--- config.mk ---
export PLATFORM = sky130hd
export DESIGN_NAME = scan_loader
export DESIGN_NICKNAME = d
export VERILOG_FILES = /design/src/rtl/scan_loader_pkg.sv /design/src/rtl/scan_bit_counter.sv /design/src/rtl/scan_loader.sv
export SDC_FILE = /design/constraint.sdc
export NUM_CORES = 1
export LEC_CHECK = 0
export CORE_MARGIN = 1.5
export CORE_UTILIZATION = 30
export DETAILED_ROUTE_END_ITERATION = 16
export HOLD_SLACK_MARGIN = 0.08
export MAX_ROUTING_LAYER = met4
export REMOVE_ABC_BUFFERS = 1
export SKIP_LAST_GASP = 1
export SYNTH_ARGS = -nofsm -noshare
export SYNTH_HDL_FRONTEND = slang
export SYNTH_SLANG_ARGS = --single-unit
--- constraint.sdc ---
create_clock -name clk -period 1.68 [get_ports clk]
set_input_delay 0.168 -clock clk [delete_from_list [all_inputs] [get_ports clk]]
set_output_delay 0.168 -clock clk [all_outputs]
set_load 0.05 [all_outputs]
--- src/rtl/scan_loader_pkg.sv ---
// Shared constants for the scan-chain loader and the core top level.
// Holds the 2-bit FSM state encoding and the default interface and chain sizes.
package scan_loader_pkg;

  // Loader FSM states; the encoding is shared with the top level.
  typedef enum logic [1:0] {
    ST_IDLE  = 2'd0,
    ST_LOAD  = 2'd1,
    ST_SHIFT = 2'd2,
    ST_DONE  = 2'd3
  } state_t;

  // Default chain: 31 memory bytes, 1 button bit and 7 LED bits.
  localparam int unsigned CHAIN_LEN_DEFAULT  = 256;
  localparam int unsigned DATA_WIDTH_DEFAULT = 8;

endpackage

--- src/rtl/scan_bit_counter.sv ---
// Loadable (clear-to-zero) up-counter that saturates at LIMIT.
// Ports:
//   clk, rst  - clock, asynchronous active-high reset
//   clear     - synchronous clear to zero (wins over en)
//   en        - count one step
//   last      - high while the count equals LIMIT-1, i.e. the next step
//               reaches the terminal count
module scan_bit_counter #(
  parameter int unsigned LIMIT = 256,
  parameter int unsigned WIDTH = $clog2(LIMIT) + 1
) (
  input  logic clk,
  input  logic rst,
  input  logic clear,
  input  logic en,
  output logic last
);

  localparam logic [WIDTH-1:0] LIMIT_C = WIDTH'(LIMIT);
  localparam logic [WIDTH-1:0] LAST_C  = WIDTH'(LIMIT - 1);
  localparam logic [WIDTH-1:0] ONE_C   = WIDTH'(1);

  logic [WIDTH-1:0] count_r;

  // Count register: clears on request, otherwise steps and holds at LIMIT.
  always_ff @(posedge clk or posedge rst) begin
    if (rst) begin
      count_r <= '0;
    end else if (clear) begin
      count_r <= '0;
    end else if (en && (count_r != LIMIT_C)) begin
      count_r <= count_r + ONE_C;
    end else begin
      count_r <= count_r;
    end
  end

  assign last = (count_r == LAST_C);

endmodule

--- src/rtl/scan_loader.sv ---
// Byte-to-serial scan-chain loader. Accepts bytes over a valid/ready
// handshake, shifts each one MSB-first into the memory-bank scan chain and
// captures the bits that come back on scan_return into rdata.
// Ports:
//   clk, rst               - clock, asynchronous active-high reset
//   start                  - begin a session (from IDLE or DONE)
//   byte_in/valid/ready    - byte handshake, ready only in LOAD
//   scan_enable, scan_out  - drive the chain while shifting
//   scan_return            - serial data coming back from the chain
//   rdata, rdata_valid     - byte captured during the last shift, 1-cycle strobe
//   busy, done             - session status
module scan_loader
  import scan_loader_pkg::*;
#(
  parameter int unsigned DATA_WIDTH = DATA_WIDTH_DEFAULT,
  parameter int unsigned CHAIN_LEN  = CHAIN_LEN_DEFAULT
) (
  input  logic                  clk,
  input  logic                  rst,
  input  logic                  start,
  input  logic [DATA_WIDTH-1:0] byte_in,
  input  logic                  byte_valid,
  output logic                  byte_ready,
  output logic                  scan_enable,
  output logic                  scan_out,
  input  logic                  scan_return,
  output logic [DATA_WIDTH-1:0] rdata,
  output logic                  rdata_valid,
  output logic                  busy,
  output logic                  done
);

  localparam int unsigned      SH_W    = $clog2(DATA_WIDTH) + 1;
  localparam logic [SH_W-1:0]  SH_LAST = SH_W'(DATA_WIDTH - 1);
  localparam logic [SH_W-1:0]  SH_ONE  = SH_W'(1);

  state_t                  state_r;
  state_t                  state_s;
  logic [DATA_WIDTH-1:0]   shreg_r;
  logic [SH_W-1:0]         shift_cnt_r;
  logic [DATA_WIDTH-1:0]   rdata_r;
  logic                    rdata_valid_r;
  logic                    session_start_s;
  logic                    shifting_s;
  logic                    shift_last_s;
  logic                    chain_last_s;
  logic [DATA_WIDTH-1:0]   shifted_s;

  assign session_start_s = start && ((state_r == ST_IDLE) || (state_r == ST_DONE));
  assign shifting_s      = (state_r == ST_SHIFT);
  assign shift_last_s    = shifting_s && (shift_cnt_r == SH_LAST);
  // Returning bit enters at the LSB so the first bit back ends up as the MSB.
  assign shifted_s       = {shreg_r[DATA_WIDTH-2:0], scan_return};

  scan_bit_counter #(
    .LIMIT (CHAIN_LEN),
    .WIDTH ($clog2(CHAIN_LEN) + 1)
  ) u_bit_counter (
    .clk   (clk),
    .rst   (rst),
    .clear (session_start_s),
    .en    (shifting_s),
    .last  (chain_last_s)
  );

  // State register.
  always_ff @(posedge clk or posedge rst) begin
    if (rst) begin
      state_r <= ST_IDLE;
    end else begin
      state_r <= state_s;
    end
  end

  // Next-state logic; start is only honoured in IDLE and DONE.
  always_comb begin
    state_s = state_r;
    case (state_r)
      ST_IDLE: begin
        if (start) state_s = ST_LOAD;
        else       state_s = ST_IDLE;
      end
      ST_LOAD: begin
        if (byte_valid) state_s = ST_SHIFT;
        else            state_s = ST_LOAD;
      end
      ST_SHIFT: begin
        if (shift_cnt_r == SH_LAST) begin
          if (chain_last_s) state_s = ST_DONE;
          else              state_s = ST_LOAD;
        end else begin
          state_s = ST_SHIFT;
        end
      end
      ST_DONE: begin
        if (start) state_s = ST_LOAD;
        else       state_s = ST_DONE;
      end
      default: state_s = ST_IDLE;
    endcase
  end

  // Shift register, per-byte shift counter and capture of the returned byte.
  always_ff @(posedge clk or posedge rst) begin
    if (rst) begin
      shreg_r       <= '0;
      shift_cnt_r   <= '0;
      rdata_r       <= '0;
      rdata_valid_r <= 1'b0;
    end else begin
      rdata_valid_r <= 1'b0;
      if ((state_r == ST_LOAD) && byte_valid) begin
        shreg_r     <= byte_in;
        shift_cnt_r <= '0;
      end else if (shifting_s) begin
        shreg_r     <= shifted_s;
        shift_cnt_r <= shift_cnt_r + SH_ONE;
        if (shift_last_s) begin
          rdata_r       <= shifted_s;
          rdata_valid_r <= 1'b1;
        end else begin
          rdata_r <= rdata_r;
        end
      end else begin
        shreg_r     <= shreg_r;
        shift_cnt_r <= shift_cnt_r;
      end
    end
  end

  // Output decode from the registered state.
  always_comb begin
    byte_ready  = 1'b0;
    scan_enable = 1'b0;
    scan_out    = 1'b0;
    busy        = 1'b0;
    done        = 1'b0;
    case (state_r)
      ST_LOAD: begin
        byte_ready = 1'b1;
        busy       = 1'b1;
      end
      ST_SHIFT: begin
        scan_enable = 1'b1;
        scan_out    = shreg_r[DATA_WIDTH-1];
        busy        = 1'b1;
      end
      ST_DONE: done = 1'b1;
      default: begin
        byte_ready  = 1'b0;
        scan_enable = 1'b0;
      end
    endcase
  end

  assign rdata       = rdata_r;
  assign rdata_valid = rdata_valid_r;

endmodule

-- Word-level counts from Yosys, hierarchy flattened
Cells that the tools add are included.
- bits of input ports: 13
- ROM bits: 0
- flip-flop bits (word level): 32
- latch bits: 0
- logic and storage cells: 45
- output and inout port bits: 14
- memories: 0
- bits in writable memories: 0
- equal/unequal tests: 6
- reduce and logical (&&, ||, !) cells: 10
- multiply operators: 0
- muxes and demuxes: 20
- order comparisons: 0
- divide/modulo/power cells: 0
- shift-type cells: 0
- bitwise logic cells: 1
- $add $sub $neg: 2
- operators by type and width (operator ; number):
    9-bit 2-to-1 mux ; 2
    8-bit 2-to-1 mux ; 2
    9-bit by 1-bit adder with 9-bit output, second input constant ; 1
    9-bit by 8-bit == test with 1-bit output, second input constant ; 1
    1-bit 2-to-1 mux ; 9
    9-bit inequality test, second input constant ; 1
    2-bit 2-to-1 mux ; 4
    4-bit 2-to-1 mux ; 2
    2-bit case mux with 4 select lines ; 1
    4-bit by 1-bit adder with 4-bit output, second input constant ; 1
    2-bit == test, second input constant ; 2
    4-bit by 3-bit == test with 1-bit output, second input constant ; 1
    1-bit logical AND ; 4
    2-bit nonzero test ; 2
    3-bit AND reduction ; 1
    2-bit by 1-bit == test with 1-bit output, second input constant ; 1
    2-bit zero test ; 1
    2-bit OR reduction ; 1
    1-bit logical OR ; 1
    1-bit inverter ; 1

-- Longest topological paths before layout
Gate-level depths: netlist of the first run.
- depth in word-level cells: 5
- mapped depth: 7
- gate-level depth less buffers: 7

-- Hierarchy
Synthesis of the first run repeated with hierarchy kept, for this count alone.
- cells, all modules: 145
- area total of the unflattened synthesis: 1597.8 um2
- modules (own cells, without submodules) (module ; times used ; seq. area each (um2) ; cells an instance ; area each (um2)):
    scan_loader ; 1 ; 575.6 ; 91 ; 1076.0
    scan_bit_counter ; 1 ; 225.2 ; 54 ; 521.8

-- Worst setup path after synthesis of the first run
OpenSTA, ideal clock, no wires.
- path kind: flip-flop to output port
- start point: register state_r[0]
- end point: output scan_out
- stages on the path, launching flop included: 6
- setup slack: -0.407 ns
- arrival time: 1.919 ns
- path buffers: 2
- data required time: 1.512 ns
- cells stage by stage: dfrtp_1 inv_1 ha_1 buf_2 buf_4 and2_1
- longest elaborated chain between the ends: 2
- RTL lines (item ; RTL line ; source):
    start: declaration ; scan_loader.sv:37 ; state_t state_r;
    start signal: assignment ; scan_loader.sv:71 ; state_r <= state_s;
    2-bit == test ; scan_loader.sv:138 ; case (state_r)
    1-bit 2-to-1 mux ; scan_loader.sv:138 ;
    end: declaration ; scan_loader.sv:25 ; output logic scan_out,
No other way between the ends.

-- Worst setup path in the final report of the first run
- start point: register rdata_r[5], in the netlist rdata[5]
- end point: output rdata[5]
- RTL lines (item ; RTL line ; source):
    start: declaration ; scan_loader.sv:41 ; logic [DATA_WIDTH-1:0] rdata_r;
    start signal: assignment ; scan_loader.sv:119 ; rdata_r <= shifted_s;
    start signal: assignment ; scan_loader.sv:122 ; rdata_r <= rdata_r;
    end: declaration ; scan_loader.sv:27 ; output logic [DATA_WIDTH-1:0] rdata,
No word-level cell between the ends.

==> out/results.txt, run 1 <==
Post-synthesis compound-gate area fraction: 9.375%
GRT overflow: 0
Pre-antenna DRT Iters: 3
Simple-gate share of the synthesized area: 15.00%
Via count: 1185
Gate power share: 43.5%
Crit share post-route: 96.00%
Crit path capture type: primary output
RePlAce Congestion: 0.7903
Initial Util: 31.16%
R2R Setup Slk: 0.08 ns
Die area: 0.005786 mm2
Vias in the first global route: 1196
Ant diodes: 0
Area grow syn2layout: 37.19%
Worst-Skew Late Latency: 0.28 ns
Status: completed
Final min period: 1.613 ns
Inserted Clock Buffers: 5
Crit-path max FO: 2
Hpwl dp: 2297 um
Max-slew violation count: 0
First-pass GRT wire length: 5685 um
Sw Ratio: 36.17%
Worst r2r dst: rdata[6]
Req. time, crit path: 1.51 ns
Antenna viol nets, final: 0
Num ports: 27
Vias per Instance: 4.665
Distinct cell type count after synthesis: 32
Worst reg2reg path depth: 5
Lkg Pwr: 0.0009610 uW
CTS tree: yes
Type of origin of the critical path: flop
Slowest cell on crit path: clkdlybuf4s50_1
Port Buffers: 26
Critical path cell sequence: clkdlybuf4s50_1
DRC viols: 0
Min-delay worst type: input pin to asynchronous set/reset pin
Worst hold margin: 0.2707 ns
Die Span Y: 76.07 um
Xor/xnor share of the synthesized area: 2.734%
Largest net degree at the start of global routing: 33
Mapped cell area: 0.001602 mm2
Slowest stage delay, CP: 0.81 ns
RSZ-0062 raised after global routing: true
Wire per inst: 12.51 um
Power Internal: 2055 uW
CP bufs+invs: 1
Share of layout cells above drive strength 1: 21.20%
Mux share of post-synthesis cell area: 12.50%
Clock skew: 0.003663 ns
WP data arrival: 1.44 ns
Longest Clk Path Bufs: 2
Reg2reg start: state_r[0]
Final hold vios: 0
Post-Syn Instances: 143
CTS Root Cell: clkbuf_8
Syn avg cell area: 11.20 um2
Hold-fix buffers at CTS: 0
Critical path class: flop to primary output
Reg clk slew, reported paths: 0.07 ns
Post-DP Area: 0.002042 mm2
Die X: 76.07 um
F_max: 0.6201 GHz
Slew margin rel.: 66.56%
Core Box Area: 0.005140 mm2
Tot GR Track Use: 12.68%
Antenna violations before repair: 0
Cell Rows: 26
H-Tree Depth: 2
Slew @ Worst Pin: 0.5000 ns
Max-cap viol count: 0
Final setup TNS: 0 ns
Warnings from Yosys: 0
Sequential area share after synthesis: 50.00%
Post-route cell area: 0.002197 mm2
Final setup viols: 0
Combinational family with the most area after synthesis: simple AND/OR/NAND/NOR gates
PwrDens: 1465 mW/mm2
Sw Pwr: 1164 uW
Initial DRC Count: 61
# clock sinks: 32
Crit-path leading delay family: buffers and inverters
Max VDD drop: 0.8113 mV
Post-synthesis register bit count: 32
Net count reported at finish: 205
Clock power frac: 22.4%
Post-layout util: 42.75%
Routed WL: 3177 um
Seq pwr share: 34.1%
Synth Area in Adders: 7.031%
cells in the final DEF (no fill, tap or decap), types with 3 or more instances in the layout:
cell / n
dfrtp_1: 31
clkdlybuf4s50_1: 20
nand2_1: 16
mux2i_1: 11
o21ai_0: 11
nor2_1: 10
buf_4: 10
inv_1: 8
ha_1: 7
buf_12: 6
a21oi_1: 5
mux2_2: 5
clkbuf_8: 5
nand4_1: 4
xor2_1: 4
or3_1: 3
mux2_1: 3
stage by stage:
stage / cells / worst slack, ns / power (uW)
6_report: 254 / 0.06726 / 3219
5_1_grt: 254 / -0.01640 / 3443
4_1_cts: 253 / 0.03069 / 3238
3_5_place_dp: 242 / 0.04148 / 2448
3_3_place_gp: 242 / 0.04828 / 2436
2_1_floorplan: 139 / -0.6569 / 1886
worst min-delay path, cell delays in order:
cell,delay (ns)
clkdlybuf4s50_1,0.39
inv_1,0.05
buf_4,0.35
routing by layer:
layer  vias to the layer above  track usage (%)  wire [um]  part of all wire, %
li1                        577                -          -                    -
met1                       582            15.57       1403                   44
met2                        22            19.73       1614                   51
met3                         4            3.234        116                  3.7
met4                         0            5.741         42                  1.3
met5                         -                -          0                    0
power by group through the flow:
stage                     Combinational (uW)  Sequential (uW)  Clock, uW
after floorplan                          814             1070          0
after global placement                  1330             1110          0
after detailed placement                1340             1110          0
after CTS                               1400             1100        746
after global routing                    1530             1130        791
final                                   1400             1100        720
synthesized netlist by cell type (all sizes together):
cell	n	area share, %
a21oi	5	1.6
clkbuf	2	0.47
nor4	1	1.3
dfrtp	32	50
xor2	4	2.2
nand4	5	2.3
a221oi	2	1.5
nand2	17	4.1
nor2	10	2.3
o21ai	11	3.4
nor2b	1	0.39
xnor2	1	0.55
or3	3	1.2
mux2i	11	6.9
buf	2	0.78
and4b	1	0.63
a41o	1	0.63
and2	2	0.78
a41oi	1	1.7
nand4bb	1	0.70
nand3b	1	0.47
nand2b	1	0.39
ha	9	7.0
inv	9	2.1
a2111oi	1	0.55
mux2	8	5.6
nand3	1	0.31
registers in the layout, summed over array words and instances (netlist names):
register               count
shreg_r                    8
rdata                      8
u_bit_counter.count_r      9
state_r                    2
shift_cnt_r                4
rdata_valid                1
kinds of logic (layout without fill, tap and decap cells):
family,Yosys count,count (layout)
AND/OR/NAND/NOR,44,44
flip-flops,32,32
AO/OA/AOI/OAI,21,21
multiplexers,19,19
buffers and inverters,13,54
adder cells (fa/ha/maj),9,9
XOR/XNOR,5,5
layout make-up:
type / count / area [um2]
Clock inverter: 3 / 42.54
Tap cell: 70 / 87.58
Multi-Input combinational cell: 98 / 752.0
Clock buffer: 5 / 68.82
Timing Repair Buffer: 37 / 410.4
Sequential cell: 32 / 802.0
Fill cell: 523 / 2943
Inverter: 9 / 33.78
worst max-delay path by stage:
stage,start,end,cells past startpoint
final,rdata[5],rdata[5],1
after global routing,u_bit_counter.count_r[1],state_r[1],7
after CTS,u_bit_counter.count_r[1],state_r[1],7
after detailed placement,u_bit_counter.count_r[0],state_r[1],7
after global placement,u_bit_counter.count_r[0],state_r[1],7
after floorplan,state_r[0],rdata[0],5
repair_timing:
action / CTS / global route
gates resized for setup: 2 / 4
setup endpoints to repair: 1 / 12
buffers inserted: 3 / 1
Power figures use the tool's default switching activity.
==> run 2: changes to the inputs <==
- CORE_UTILIZATION: 30 -> 45
- PLACE_DENSITY: not set -> 0.69
- SETUP_SLACK_MARGIN: not set -> 0.1
==> run 2 against run 1 <==
  * Power shrank 5.3%
  * First-iteration DRC count shrank 11%
  * Largest power group unchanged
  * Non-clock buffer count grew 5
==> out/results.txt, run 2 (same netlist as run 1, synthesis figures left out) <==
Status: completed
Reg2reg start: u_bit_counter.count_r[1]
Longest Clk Path Bufs: 2
Crit-path leading delay family: flip-flops
Final setup viols: 0
Type of origin of the critical path: flop
PwrDens: 1392 mW/mm2
Max-slew violation count: 0
Die area: 0.003926 mm2
Area grow syn2layout: 36.72%
Hpwl dp: 2336 um
Initial DRC Count: 54
DRC viols: 0
Ant diodes: 0
Antenna violations before repair: 0
Vias per Instance: 5.154
Cell Rows: 21
CTS Root Cell: clkbuf_4
Crit share post-route: 92.58%
Worst reg2reg path depth: 7
Worst hold endpoint: shreg_r[4]
Post-DP Area: 0.002017 mm2
Core Box Area: 0.003363 mm2
Critical path class: flop to primary output
Slew margin rel.: 67.35%
First-pass GRT wire length: 5699 um
Slowest stage delay, CP: 0.45 ns
Via count: 1206
Die Span Y: 62.66 um
Routed WL: 3401 um
Lkg Pwr: 0.001017 uW
Worst r2r dst: state_r[1]
Port Buffers: 26
WP data arrival: 1.39 ns
Final min period: 1.555 ns
Cells on Worst Hold Path: 3
Vias in the first global route: 1272
Slew @ Worst Pin: 0.4917 ns
Initial Util: 47.62%
GRT overflow: 0
Most frequent cells in the layout: dfrtp_1, nand2_1, buf_4
Antenna viol nets, final: 0
Inserted Clock Buffers: 5
Net count reported at finish: 210
Slowest cell on crit path: dfrtp_1
Fillers: 316
F_max: 0.6430 GHz
Worst-Skew Late Latency: 0.34 ns
Non-Filler Instances: 234
Clock skew: 0.008441 ns
Num ports: 27
Commonest non-fill, non-tap cell in the layout: dfrtp_1
# placed instances: 221
Reg clk slew, reported paths: 0.09 ns
H-Tree Depth: 2
Max VDD drop: 0.7288 mV
Crit-path max FO: 4
# clock sinks: 32
Wire per inst: 14.53 um
Die X: 62.66 um
Share of layout cells above drive strength 1: 26.60%
R2R Setup Slk: 0.15 ns
RePlAce Congestion: 0.8023
Min-delay worst type: input pin to flop
Critical path cell sequence: inv_1 -> ha_1 -> buf_12
Min-delay src: byte_in[4]
CP bufs+invs: 2
Max-cap viol count: 0
Pre-antenna DRT Iters: 4
Req. time, crit path: 1.51 ns
Largest net degree at the start of global routing: 29
Tot GR Track Use: 19.43%
RSZ-0062 raised after global routing: true
Reg with most FFs: u_bit_counter.count_r
Post-route cell area: 0.002190 mm2
Crit path capture type: primary output
Final hold vios: 0
CTS tree: yes
Number of flip-flops under the largest register name: 9
==> run 2: cell types whose count changed in the layout (fill, tap and decap cells not counted), moves of 2 or more <==
| cell | before | now |
|---|---|---|
| buf_4 | 10 | 15 |
| clkbuf_4 | 0 | 5 |
| clkdlybuf4s50_1 | 20 | 12 |
| buf_6 | 0 | 3 |
| clkbuf_8 | 5 | 2 |
| ha_1 | 7 | 5 |
| dlygate4sd2_1 | 0 | 6 |
==> run 2: how the worst max path moves through the flow <==
| stage | from | to | slack, ns | cells past startpoint |
|---|---|---|---|---|
| after detailed placement | state_r[0] | u_bit_counter.count_r[5] | 0.04 | 6 |
| after global placement | state_r[0] | rdata[4] | 0.12 | 5 |
| after global routing | state_r[1] | busy | 0.05 | 3 |
| after CTS | state_r[0] | scan_out | 0.04 | 5 |
| after floorplan | state_r[0] | rdata[0] | -0.66 | 5 |
| final | state_r[1] | busy | 0.12 | 3 |
==> run 2: timing repair <==
item / 4_1_cts / 5_1_grt
endpoints found under the setup margin: 17 / 19
pin swaps: 3 / 2
hold endpoints to repair: 4 / 0
gates resized for setup: 11 / 11
buffers inserted: 4 / 1
hold buffers: 1 / 0
==> run 2: report_power, final <==
| group | switching, uW | total, uW | internal [uW] |
|---|---|---|---|
| sequential | 146 | 1090 | 943 |
| clock | 263 | 500 | 237 |
| combinational | 764 | 1460 | 695 |
| total | 1170 | 3050 | 1880 |
==> run 2: worst min-delay path, delay by kind of cell <==
family | cells | cell delay (ns)
simple gates | 1 | 0.05
buf+inv | 1 | 0.40
compound gates | 1 | 0.07
==> run 2: area by class of cell <==
cell class | instances | area, um2 | share of cell area (%)
Tap cell | 46 | 57.56 | 2.629
Sequential cell | 32 | 800.8 | 36.57
Timing Repair Buffer | 42 | 429.2 | 19.60
Inverter | 9 | 33.78 | 1.543
Clock buffer | 7 | 65.06 | 2.971
Multi-Input combinational cell | 98 | 803.3 | 36.69
==> run 2: metal layers <==
layer  vias to the layer above  routed length, um  global-route usage, %
li1                        588                  -                      -
met1                       582               1471                  22.42
met3                         9                146                  5.946
met4                         0                 78                  6.667
met2                        27               1704                  32.26
met5                         -                  0                      -
==> run 2: metrics by stage <==
step / util (%) / worst slack, ns / hold slack, ns / power, uW / setup TNS (ns)
2_1_floorplan: - / -0.6569 / 0.2842 / 1886 / -12.77
3_3_place_gp: 59.97 / 0.1199 / 0.3750 / 2404 / 0
3_5_place_dp: 59.97 / 0.03625 / 0.3746 / 2444 / 0
4_1_cts: 63.47 / 0.04044 / 0.3738 / 3016 / 0
5_1_grt: 65.10 / 0.05181 / 0.3767 / 3237 / 0
6_report: 65.10 / 0.1247 / 0.3855 / 3049 / 0
